### src/rtl/prog_loader_if.sv
// Bus bundle between the lab top level (buttons, switches, datapath fetch) and prog_loader.
// The master side drives buttons, switches and the fetch address; the slave side is the loader.
`timescale 1ns/1ps
interface prog_loader_if #(
    parameter int AW = 5,
    parameter int DW = 8
);
    logic          btn_wr;
    logic          btn_next;
    logic          btn_run;
    logic [DW-1:0] data_in;
    logic [AW-1:0] rd_addr;
    logic [DW-1:0] rd_data;
    logic [AW-1:0] edit_addr;
    logic [DW-1:0] edit_data;
    logic          wr_strobe;
    logic          run_mode;
    logic          busy;

    modport master (
        output btn_wr, btn_next, btn_run, data_in, rd_addr,
        input  rd_data, edit_addr, edit_data, wr_strobe, run_mode, busy
    );

    modport slave (
        input  btn_wr, btn_next, btn_run, data_in, rd_addr,
        output rd_data, edit_addr, edit_data, wr_strobe, run_mode, busy
    );
endinterface

### src/rtl/prog_loader.sv
// Program-ROM writer: clears a 2**AW x DW memory after reset, lets the user fill it from switches,
// and serves it to the datapath in RUN. Define PROG_LOADER_AUTOINC_EN to auto-advance the pointer on writes.
`timescale 1ns/1ps
module prog_loader #(
    parameter int AW = 5,
    parameter int DW = 8
) (
    input  logic          clock,
    input  logic          reset,
    prog_loader_if.slave  bus
);

    typedef enum logic [1:0] {
        S_CLEAR = 2'd0,
        S_LOAD  = 2'd1,
        S_WRITE = 2'd2,
        S_RUN   = 2'd3
    } state_t;

    state_t        r_state;
    state_t        w_state_nxt;
    logic [AW-1:0] r_clr_cnt;
    logic [AW-1:0] w_clr_cnt_nxt;
    logic [AW-1:0] r_edit_addr;
    logic [AW-1:0] w_edit_addr_nxt;
    logic          r_prev_wr;
    logic          r_prev_next;
    logic          r_prev_run;

    logic          w_edge_wr;
    logic          w_edge_next;
    logic          w_edge_run;
    logic          w_mem_we;
    logic [AW-1:0] w_mem_waddr;
    logic [DW-1:0] w_mem_wdata;
    logic          w_run;

    logic [DW-1:0] r_mem [2**AW];

    assign w_edge_wr   = bus.btn_wr   & ~r_prev_wr;
    assign w_edge_next = bus.btn_next & ~r_prev_next;
    assign w_edge_run  = bus.btn_run  & ~r_prev_run;

    // NOTE: every output of this block gets a default before the case, so no path leaves one unassigned (no latches).
    always_comb begin
        w_state_nxt     = r_state;
        w_clr_cnt_nxt   = r_clr_cnt;
        w_edit_addr_nxt = r_edit_addr;
        w_mem_we        = 1'b0;
        w_mem_waddr     = r_edit_addr;
        w_mem_wdata     = bus.data_in;

        case (r_state)
            S_CLEAR: begin
                w_mem_we      = 1'b1;
                w_mem_waddr   = r_clr_cnt;
                w_mem_wdata   = '0;
                w_clr_cnt_nxt = r_clr_cnt + AW'(1);
                if (r_clr_cnt == {AW{1'b1}}) begin
                    w_state_nxt = S_LOAD;
                end
            end
            S_LOAD: begin
                // Only the highest-priority edge acts; the others are dropped this cycle.
                if (w_edge_wr) begin
                    w_state_nxt = S_WRITE;
                end else if (w_edge_next) begin
                    w_edit_addr_nxt = r_edit_addr + AW'(1);
                end else if (w_edge_run) begin
                    w_state_nxt = S_RUN;
                end
            end
            S_WRITE: begin
                w_mem_we = 1'b1;
`ifdef PROG_LOADER_AUTOINC_EN
                w_edit_addr_nxt = r_edit_addr + AW'(1);
`else
                w_edit_addr_nxt = r_edit_addr;
`endif
                w_state_nxt = S_LOAD;
            end
            S_RUN: begin
                if (w_edge_run) begin
                    w_state_nxt = S_LOAD;
                end
            end
            default: begin
                w_state_nxt = S_CLEAR;
            end
        endcase
    end

    // NOTE: state registers use non-blocking assignments so every flop samples pre-edge values.
    always_ff @(posedge clock or negedge reset) begin
        if (!reset) begin
            r_state     <= S_CLEAR;
            r_clr_cnt   <= '0;
            r_edit_addr <= '0;
            r_prev_wr   <= 1'b0;
            r_prev_next <= 1'b0;
            r_prev_run  <= 1'b0;
        end else begin
            r_state     <= w_state_nxt;
            r_clr_cnt   <= w_clr_cnt_nxt;
            r_edit_addr <= w_edit_addr_nxt;
            r_prev_wr   <= bus.btn_wr;
            r_prev_next <= bus.btn_next;
            r_prev_run  <= bus.btn_run;
        end
    end

    // NOTE: the memory array has no reset; S_CLEAR zeroes it, which keeps it mappable to plain RAM.
    always_ff @(posedge clock) begin
        if (w_mem_we) begin
            r_mem[w_mem_waddr] <= w_mem_wdata;
        end
    end

    assign w_run          = (r_state == S_RUN);
    assign bus.run_mode   = w_run;
    assign bus.busy       = (r_state == S_CLEAR);
    assign bus.wr_strobe  = (r_state == S_WRITE);
    assign bus.edit_addr  = r_edit_addr;
    assign bus.edit_data  = r_mem[r_edit_addr];
    // Outside RUN the datapath fetches a NOP.
    assign bus.rd_data    = w_run ? r_mem[bus.rd_addr] : '0;

endmodule
### src/flat_wrapper.sv
// flat-port wrapper written by rule: the top's interface ports become plain ports
module prog_loader_flat 
#(
    parameter int AW = 5,
    parameter int DW = 8
)
  (clock, reset, bus_btn_wr, bus_btn_next, bus_btn_run, bus_data_in, bus_rd_addr, bus_rd_data, bus_edit_addr, bus_edit_data, bus_wr_strobe, bus_run_mode, bus_busy);
  prog_loader_if #(.AW(AW), .DW(DW)) bus_i ();
  input  logic clock;
  input  logic reset;
  input wire logic [$bits(bus_i.btn_wr)-1:0] bus_btn_wr;
  input wire logic [$bits(bus_i.btn_next)-1:0] bus_btn_next;
  input wire logic [$bits(bus_i.btn_run)-1:0] bus_btn_run;
  input wire logic [$bits(bus_i.data_in)-1:0] bus_data_in;
  input wire logic [$bits(bus_i.rd_addr)-1:0] bus_rd_addr;
  output wire logic [$bits(bus_i.rd_data)-1:0] bus_rd_data;
  output wire logic [$bits(bus_i.edit_addr)-1:0] bus_edit_addr;
  output wire logic [$bits(bus_i.edit_data)-1:0] bus_edit_data;
  output wire logic [$bits(bus_i.wr_strobe)-1:0] bus_wr_strobe;
  output wire logic [$bits(bus_i.run_mode)-1:0] bus_run_mode;
  output wire logic [$bits(bus_i.busy)-1:0] bus_busy;
  assign bus_i.btn_wr = bus_btn_wr;
  assign bus_i.btn_next = bus_btn_next;
  assign bus_i.btn_run = bus_btn_run;
  assign bus_i.data_in = bus_data_in;
  assign bus_i.rd_addr = bus_rd_addr;
  assign bus_rd_data = bus_i.rd_data;
  assign bus_edit_addr = bus_i.edit_addr;
  assign bus_edit_data = bus_i.edit_data;
  assign bus_wr_strobe = bus_i.wr_strobe;
  assign bus_run_mode = bus_i.run_mode;
  assign bus_busy = bus_i.busy;
  prog_loader #(.AW(AW), .DW(DW)) u_core (.clock(clock), .reset(reset), .bus(bus_i));
endmodule
### config.mk
export PLATFORM = sky130hd
export DESIGN_NAME = prog_loader_flat
export DESIGN_NICKNAME = d
export VERILOG_FILES = /design/src/rtl/prog_loader_if.sv /design/src/rtl/prog_loader.sv /design/src/flat_wrapper.sv
export SDC_FILE = /design/constraint.sdc
export NUM_CORES = 1
export LEC_CHECK = 0
export ABC_AREA = 1
export BUFFER_PORTS_ARGS = -buffer_cell sky130_fd_sc_hd__buf_2
export CAP_MARGIN = 5
export CORE_AREA = 8 8 263 163
export CTS_BUF_LIST = sky130_fd_sc_hd__clkbuf_8
export CTS_CLUSTER_SIZE = 8
export DETAILED_ROUTE_END_ITERATION = 7
export DIE_AREA = 0 0 271 171
export GPL_TIMING_DRIVEN = 0
export SLEW_MARGIN = 10
export SYNTH_ARGS = -nofsm -noshare
export SYNTH_HDL_FRONTEND = slang
export SYNTH_SLANG_ARGS = --single-unit
### constraint.sdc
create_clock -name clock -period 5.08 [get_ports clock]
set_input_delay 0.254 -clock clock [delete_from_list [all_inputs] [get_ports clock]]
set_output_delay 0.254 -clock clock [all_outputs]
set_load 0.01 [all_outputs]
==> results of run 1 <==
[final timing paths]
path / startpoint / to / slack [ns]
min in group clock: bus_data_in[7] / u_core.r_mem[21][7] / 0.09
max in group asynchronous: reset / u_core.r_clr_cnt[2] / 4.73
max: u_core.bus.edit_addr[2] / bus_edit_data[6] / 1.57
max reg2reg: u_core.bus.edit_addr[2] / u_core.r_mem[7][6] / 1.78
min: reset / u_core.r_clr_cnt[0] / 0.09
min reg2reg: u_core.r_prev_wr / u_core.r_state[0] / 0.53
[sequential cells by signal, summed over array words and instances (netlist names)]
name / cells
u_core.r_mem: 256
u_core.bus.edit_addr: 5
u_core.r_clr_cnt: 5
u_core.r_state: 2
u_core.r_prev_next: 1
u_core.r_prev_run: 1
u_core.r_prev_wr: 1
[power by group through the flow]
stage	Clock [uW]	Combinational [uW]	Sequential, uW
2_1_floorplan	0	1900	2870
3_3_place_gp	0	3580	2910
3_5_place_dp	0	3700	2890
4_1_cts	1830	3710	2850
5_1_grt	1930	4020	2860
6_report	1840	3910	2850
[layout make-up]
cell class / instances / area share
flip-flops and latches: 271 / 0.512
repair buffers: 49 / 0.0259
well taps: 522 / 0.0415
clock inverters: 28 / 0.00843
inverters: 60 / 0.0143
multi-input cells: 1121 / 0.321
plain buffers: 103 / 0.0348
clock buffers: 48 / 0.0420
[logic make-up after synthesis]
| kind of cell | after synthesis | synth area share |
|---|---|---|
| AOI/OAI and AO/OA | 198 | 0.0803 |
| xor gates and xnor gates | 6 | 0.00380 |
| adders and majority gates | 3 | 0.00271 |
| buffers and inverters | 163 | 0.0559 |
| DFF | 271 | 0.583 |
| and+or+nand+nor | 914 | 0.274 |
[routing by layer]
| metal | track usage | part of all wire | wire length [um] | vias to the layer above |
|---|---|---|---|---|
| met4 | 0.0980 | 0.039 | 2460 | 0 |
| met5 | 0 | 0 | 0 | - |
| li1 | - | - | - | 5496 |
| met1 | 0.397 | 0.43 | 27700 | 6207 |
| met2 | 0.366 | 0.38 | 24300 | 1005 |
| met3 | 0.0834 | 0.15 | 9390 | 170 |
[metrics by stage]
step | cells | instance area (um^2) | setup WS [ns]
2_1_floorplan | 1555 | 13800 | 3.08
3_3_place_gp | 2114 | 14700 | 1.25
3_5_place_dp | 2122 | 14900 | 1.95
4_1_cts | 2202 | 15700 | 1.72
5_1_grt | 2202 | 15700 | 1.59
6_report | 2202 | 15700 | 1.57
[layout by cell type (no fill, tap or decap), drive strengths merged, types with 4 or more instances in the layout]
cell | Yosys | routed
xor2 | 6 | 6
buf | 73 | 118
o21ai | 116 | 116
clkbuf | 30 | 78
o211ai | 42 | 42
nand2 | 460 | 460
clkinv | 5 | 12
inv | 55 | 75
edfxtp | 256 | 256
dlygate4sd3 | 0 | 4
a21oi | 38 | 38
dfrtp | 15 | 15
nand3 | 244 | 244
nor2 | 209 | 209
==> metrics.log, run 1 <==
[metrics] dominant cells by area after synthesis: edfxtp_1 56%, nand2_1 12%, nand3_1 8.7%, nor2_1 5.6%, o21ai_0 3.5%
[metrics] number of global-route vias before repair: 12.0k
[metrics] internal power consumption: about 4600 uW
[metrics] TritonCTS clock tree: done
[metrics] Mean Syn Cell Area: between 8 and 9 um^2
[metrics] Worst path depth: 9
[metrics] endpoints failing hold: 0
[metrics] number of nets in the layout: ~1.7k
[metrics] clock insertion delay at the later pin of the skew report: ~0.60 ns
[metrics] final routed wirelength across all metal layers: 63800 um
[metrics] most repeated cell in the gate-level netlist after synthesis: nand2_1
[metrics] cell with the largest stage delay on the worst path: clkinv_1
[metrics] count of hold buffers inserted by post-cts repair: 4
[metrics] leakage dissipation: 0.00612 uW
[metrics] layout cell share with drive strength beyond 1: 0.115
[metrics] overall track demand over capacity in global routing: 0.270
[metrics] diodes inserted: 0
[metrics] standard cell core area: ~0.039 mm^2
[metrics] worst-case vdd ir drop: around 350 uV
[metrics] period utilisation layout: 0.692
[metrics] CP cell instances: buf_4 > clkinv_1 > buf_2 > o211ai_1 > nand3_1 > nand2_1 > nand2_1 > inv_1 > buf_2
[metrics] row count: 56
[metrics] CTS sink count: 271
[metrics] Die Height: 171 um
[metrics] drc violations: 0
[metrics] wire length of the first global-routing pass: ~89000 um
[metrics] ports placed on the boundary: 42
[metrics] library cells used by synthesis: 26
[metrics] Synthesized Nets: roughly 1.6k
[metrics] run status: complete, no violations
[metrics] cell taking the most area after synthesis: edfxtp_1
[metrics] post-route minimum period: around 3.5 ns
[metrics] Filler Cells Inserted: between 3k and 4k
[metrics] measured slew at the worst slew-check pin: 1.14 ns
[metrics] maximum level of the CTS H-tree: 2
[metrics] critical path data required time: just under 5 ns
[metrics] arrival time worst endpoint: 3.26 ns
[metrics] Worst Path Buf+Inv: 5
[metrics] number of DRC violations after detailed-routing iteration 0: 2467
[metrics] hold slack final: roughly 0.085 ns
[metrics] Synth warnings: 0
[metrics] area occupied by multi-input gates: between 0.005 and 0.006 mm^2
[metrics] quantity of gates resized following cts: 0
[metrics] post-synthesis async set-or-reset flop share: 0.0554
[metrics] antenna-violating nets left: 0
[metrics] share of power burned in the clock network: 0.214
[metrics] global route total overflow: 0
[metrics] unrepaired setup endpoints after global routing: no
[metrics] switching power: 4030 uW
[metrics] area added between synthesis and finish: 13.8%
[metrics] Synth top area share: 0.556
[metrics] router iterations before antenna repair: 7
[metrics] root buffer cell: clkbuf_8
[metrics] maximum count of clock buffers along a single path: 3
[metrics] Primary FF master, synth: edfxtp_1
[metrics] clock slew seen by the registers of the worst setup and hold paths: about 0.07 ns
[metrics] synth cell count leaders: 460 x nand2_1, 256 x edfxtp_1, 239 x nand3_1
[metrics] delay of the slowest critical-path stage: between 0.6 and 0.7 ns
[metrics] max_slew headroom: 0.242
[metrics] kind of start point of the critical path: flop
[metrics] final count of pins violating max slew: 0
[metrics] I/O Buffers: 37
[metrics] overall die width: roughly 270 um
[metrics] share of total power in combinational logic: 0.454
[metrics] critical path type: reg -> out
[metrics] Die ar.: 0.0463 mm^2
[metrics] total power of the final layout: ~8600 uW
[metrics] via count: around 13k
[metrics] initial core utilization: 0.357
[metrics] number of setup violations in the final report: 0
[metrics] max-capacitance violation count: 0
[metrics] netlist area before placement: 0.0138 mm^2
[metrics] number of buffers added by the clock tree synthesis step: between 40 and 50
[metrics] CP top delay family: buffers and inverters
[metrics] register bit total from synthesis: around 270
[metrics] Post-CTS Setup Bufs: 0
[metrics] maximum net fanout on the critical path: 10
[metrics] power density over the cells: around 550 mW/mm^2
[metrics] largest net degree at the start of global routing: 27
[metrics] number of antenna violations at the first check in global routing: 2
[metrics] sequential cell area: a little over 0.008 mm^2
[metrics] cell depth of the worst flop-to-flop path: 5
[metrics] timing-limited maximum frequency: 0.285 GHz
[metrics] gpl congestion: roughly 1.0
[metrics] detail-routed via count per cell: 5.85
[metrics] Sequential Power Share: 0.331
[metrics] cell count after synthesis: about 1.6k
[metrics] Final Util: 0.406
[metrics] sequential-to-total area share from yosys stat: 0.583
[metrics] setup TNS: 0 ns
[metrics] kind of path behind the tightest hold check: in -> async
[metrics] Post-synth EDFFs: ~260
[metrics] share of total power consumed by net switching: 0.468
[metrics] wire length per cell: 29.0 um
[metrics] Clock Skew: about 0.028 ns
[metrics] kind of end point of the critical path: output pin
[metrics] post-DP HPWL: approximately 46000 um
Note: power is estimated with default switching activity, not from simulation.
==> inputs of run 2 (changes only) <==
Clock period 5.08 ns to 3.2 ns, I/O delays scaled along.
==> run 2 against run 1 <==
Compared with the run above: the run now ends with negative setup slack left; cell count about the same; design area increased by 0.43%; critical path depth decreased by 1; worst setup slack got worse by 1.7 ns; global-route usage about the same; first-iteration DRC count decreased by 10%; clock power increased by 59%; sequential share of layout area decreased by 0.22 points; largest cell class unchanged; largest power group unchanged.
==> metrics.log, run 2 (synthesis gave the netlist of run 1 again) <==
[metrics] Reg with most FFs: u_core.r_mem
[metrics] met2 Resource Use GR: 0.365 (-0.000655)
[metrics] hold slack final: 0.00666 ns (-0.0786 ns)
[metrics] critical path data required time: 3.41 ns (-1.42 ns)
[metrics] antenna-violating nets left: 0 (unchanged)
[metrics] number of antenna violations at the first check in global routing: 3 (+1)
[metrics] post-DP HPWL: 46300 um (unchanged)
[metrics] wire length per cell: 29.0 um (about the same)
[metrics] final routed wirelength across all metal layers: 63900 um (about the same)
[metrics] max_slew headroom: 0.340 (+0.0982)
[metrics] standard cell core area: 0.0387 mm^2 (unchanged)
[metrics] overall track demand over capacity in global routing: 0.270 (about the same)
[metrics] kind of end point of the critical path: flop
[metrics] number of buffers added by the clock tree synthesis step: 44 (unchanged)
[metrics] gpl congestion: 1.02 (unchanged)
[metrics] worst slack after detailed placement: 0.0684 ns (-1.88 ns)
[metrics] worst-case vdd ir drop: 614 uV (+74%)
[metrics] sequential cell area: 0.00806 mm^2 (unchanged)
[metrics] Filler Cells Inserted: 3830 (-0.18%)
[metrics] number of nets in the layout: 1673 (+0.12%)
[metrics] total power of the final layout: 13700 uW (+59%)
[metrics] drc violations: 0 (unchanged)
[metrics] router iterations before antenna repair: 6 (-1)
[metrics] GR Util met3: 0.0857 (+0.00237)
[metrics] area added between synthesis and finish: 14.3%
[metrics] period utilisation layout: 1.04
[metrics] largest net degree at the start of global routing: 27 (unchanged)
[metrics] I/O Buffers: 37 (unchanged)
[metrics] Die ar.: 0.0463 mm^2 (unchanged)
[metrics] maximum level of the CTS H-tree: 2 (unchanged)
[metrics] number of global-route vias before repair: 12.0k (-0.025%)
[metrics] detail-routed via count per cell: 5.81 (-0.59%)
[metrics] most frequent cells in the layout: 460 x nand2_1, 256 x edfxtp_1, 239 x nand3_1
[metrics] violations in the final reports: negative setup slack
[metrics] Final Util: 0.408 (+0.00174)
[metrics] global route total overflow: 0 (unchanged)
[metrics] max-capacitance violation count: 0 (unchanged)
[metrics] kind of path behind the tightest hold check: in -> reg
[metrics] TritonCTS clock tree: done
[metrics] clock slew seen by the registers of the worst setup and hold paths: 0.06 ns (about the same)
[metrics] ports placed on the boundary: 42 (unchanged)
[metrics] final count of pins violating max slew: 0 (unchanged)
[metrics] root buffer cell: clkbuf_8
[metrics] diodes inserted: 0 (unchanged)
[metrics] wire length of the first global-routing pass: 89200 um (-0.15%)
[metrics] number of setup violations in the final report: 44 (+44)
[metrics] most common cell after layout, fill and taps aside: nand2_1
[metrics] run status: finished, violations left
[metrics] via count: 12.8k (-0.50%)
[metrics] overall die width: 271 um (unchanged)
[metrics] initial core utilization: 0.357 (unchanged)
[metrics] Clock Skew: 0.0306 ns (+0.00222 ns)
[metrics] measured slew at the worst slew-check pin: 0.989 ns (-0.147 ns)
[metrics] setup TNS: -2.43 ns (-2.43 ns)
[metrics] maximum count of clock buffers along a single path: 3 (unchanged)
[metrics] worst path setup slack after routing: -0.127 ns (-1.69 ns)
[metrics] critical path type: reg -> reg
[metrics] row count: 56 (unchanged)
[metrics] power density over the cells: 866 mW/mm^2 (+58%)
[metrics] unrepaired setup endpoints after global routing: yes
[metrics] clock insertion delay at the later pin of the skew report: 0.60 ns (about the same)
[metrics] arrival time worst endpoint: 3.53 ns (+0.27 ns)
[metrics] number of DRC violations after detailed-routing iteration 0: 2211 (-10%)
[metrics] post-route minimum period: 3.33 ns
[metrics] maximum net fanout on the critical path: 19 (+9)
[metrics] Die Height: 171 um (unchanged)
[metrics] timing-limited maximum frequency: around 0.3 GHz
[metrics] most congested layer reported by global routing: met1
[metrics] area occupied by multi-input gates: 0.00508 mm^2 (+0.59%)
[metrics] global-route met1 utilization: 0.395 (-0.00227)
[metrics] leakage dissipation: 0.00614 uW (+0.43%)
[metrics] layout cell share with drive strength beyond 1: 0.125 (+0.00997)
[metrics] flip-flop count of the largest register, all copies and words added: 256 (unchanged)
[metrics] endpoints failing hold: 0 (unchanged)
[metrics] CTS sink count: 271 (unchanged)
[metrics] kind of start point of the critical path: flop
==> run 2: cell type report <==
type,instances,area share
clock buffer,48,0.0418
sequential,271,0.510
multi-input combinational,1121,0.321
clock inverter,28,0.00839
inverter,60,0.0143
timing repair buffer,52,0.0277
tap,522,0.0413
buffer,102,0.0351
==> run 2: layer usage <==
| layer | vias up | wire (um) |
|---|---|---|
| li1 | 5505 | - |
| met1 | 6200 | 27400 |
| met2 | 965 | 24600 |
| met3 | 144 | 9550 |
| met4 | 0 | 2390 |
| met5 | - | 0 |
==> run 2: what timing repair did <==
item,CTS,global route
hold buffers,7,0
gates resized for setup,1,23
hold endpoints to repair,26,0
setup endpoints to repair,7,128
buffers inserted,0,0
==> run 2: power by group <==
| part | leakage (uW) | total [uW] | switching, uW | internal, uW |
|---|---|---|---|---|
| sequential | 0.00249 | 4530 | 164 | 4360 |
| clock | 0.000479 | 2930 | 1480 | 1450 |
| combinational | 0.00317 | 6240 | 4780 | 1460 |
| total | 0.00614 | 13700 | 6420 | 7270 |
==> run 2: critical path, stage by stage, from the launching register on <==
cell and delay (ns):
dfrtp_1 0.41, buf_2 0.18, inv_2 0.07, buf_6 0.23, buf_2 0.45, a21oi_2 0.16
inv_2 0.11, nand3_2 0.41, nor2_1 0.92
==> run 2: stage by stage <==
step / instance area (um^2) / instances
after global routing: 15800 / 2204
after floorplan: 13800 / 1555
after detailed placement: 14900 / 2122
after global placement: 14700 / 2114
after CTS: 15800 / 2204
final: 15800 / 2204
==> run 2: final timing paths <==
| kind | slack [ns] | startpoint | cells past startpoint | end |
|---|---|---|---|---|
| worst max register to register | -0.13 | u_core.bus.edit_addr[0] | 8 | u_core.r_mem[22][7] |
| worst min-delay path | 0.007 | bus_data_in[3] | 3 | u_core.r_mem[20][3] |
| min in group asynchronous | 0.43 | reset | 3 | u_core.r_clr_cnt[1] |
| max in group asynchronous | 1.61 | reset | 4 | u_core.bus.edit_addr[2] |
| worst max-delay path | -0.13 | u_core.bus.edit_addr[0] | 8 | u_core.r_mem[22][7] |
| worst min register to register | 0.53 | u_core.r_prev_wr | 2 | u_core.r_state[0] |
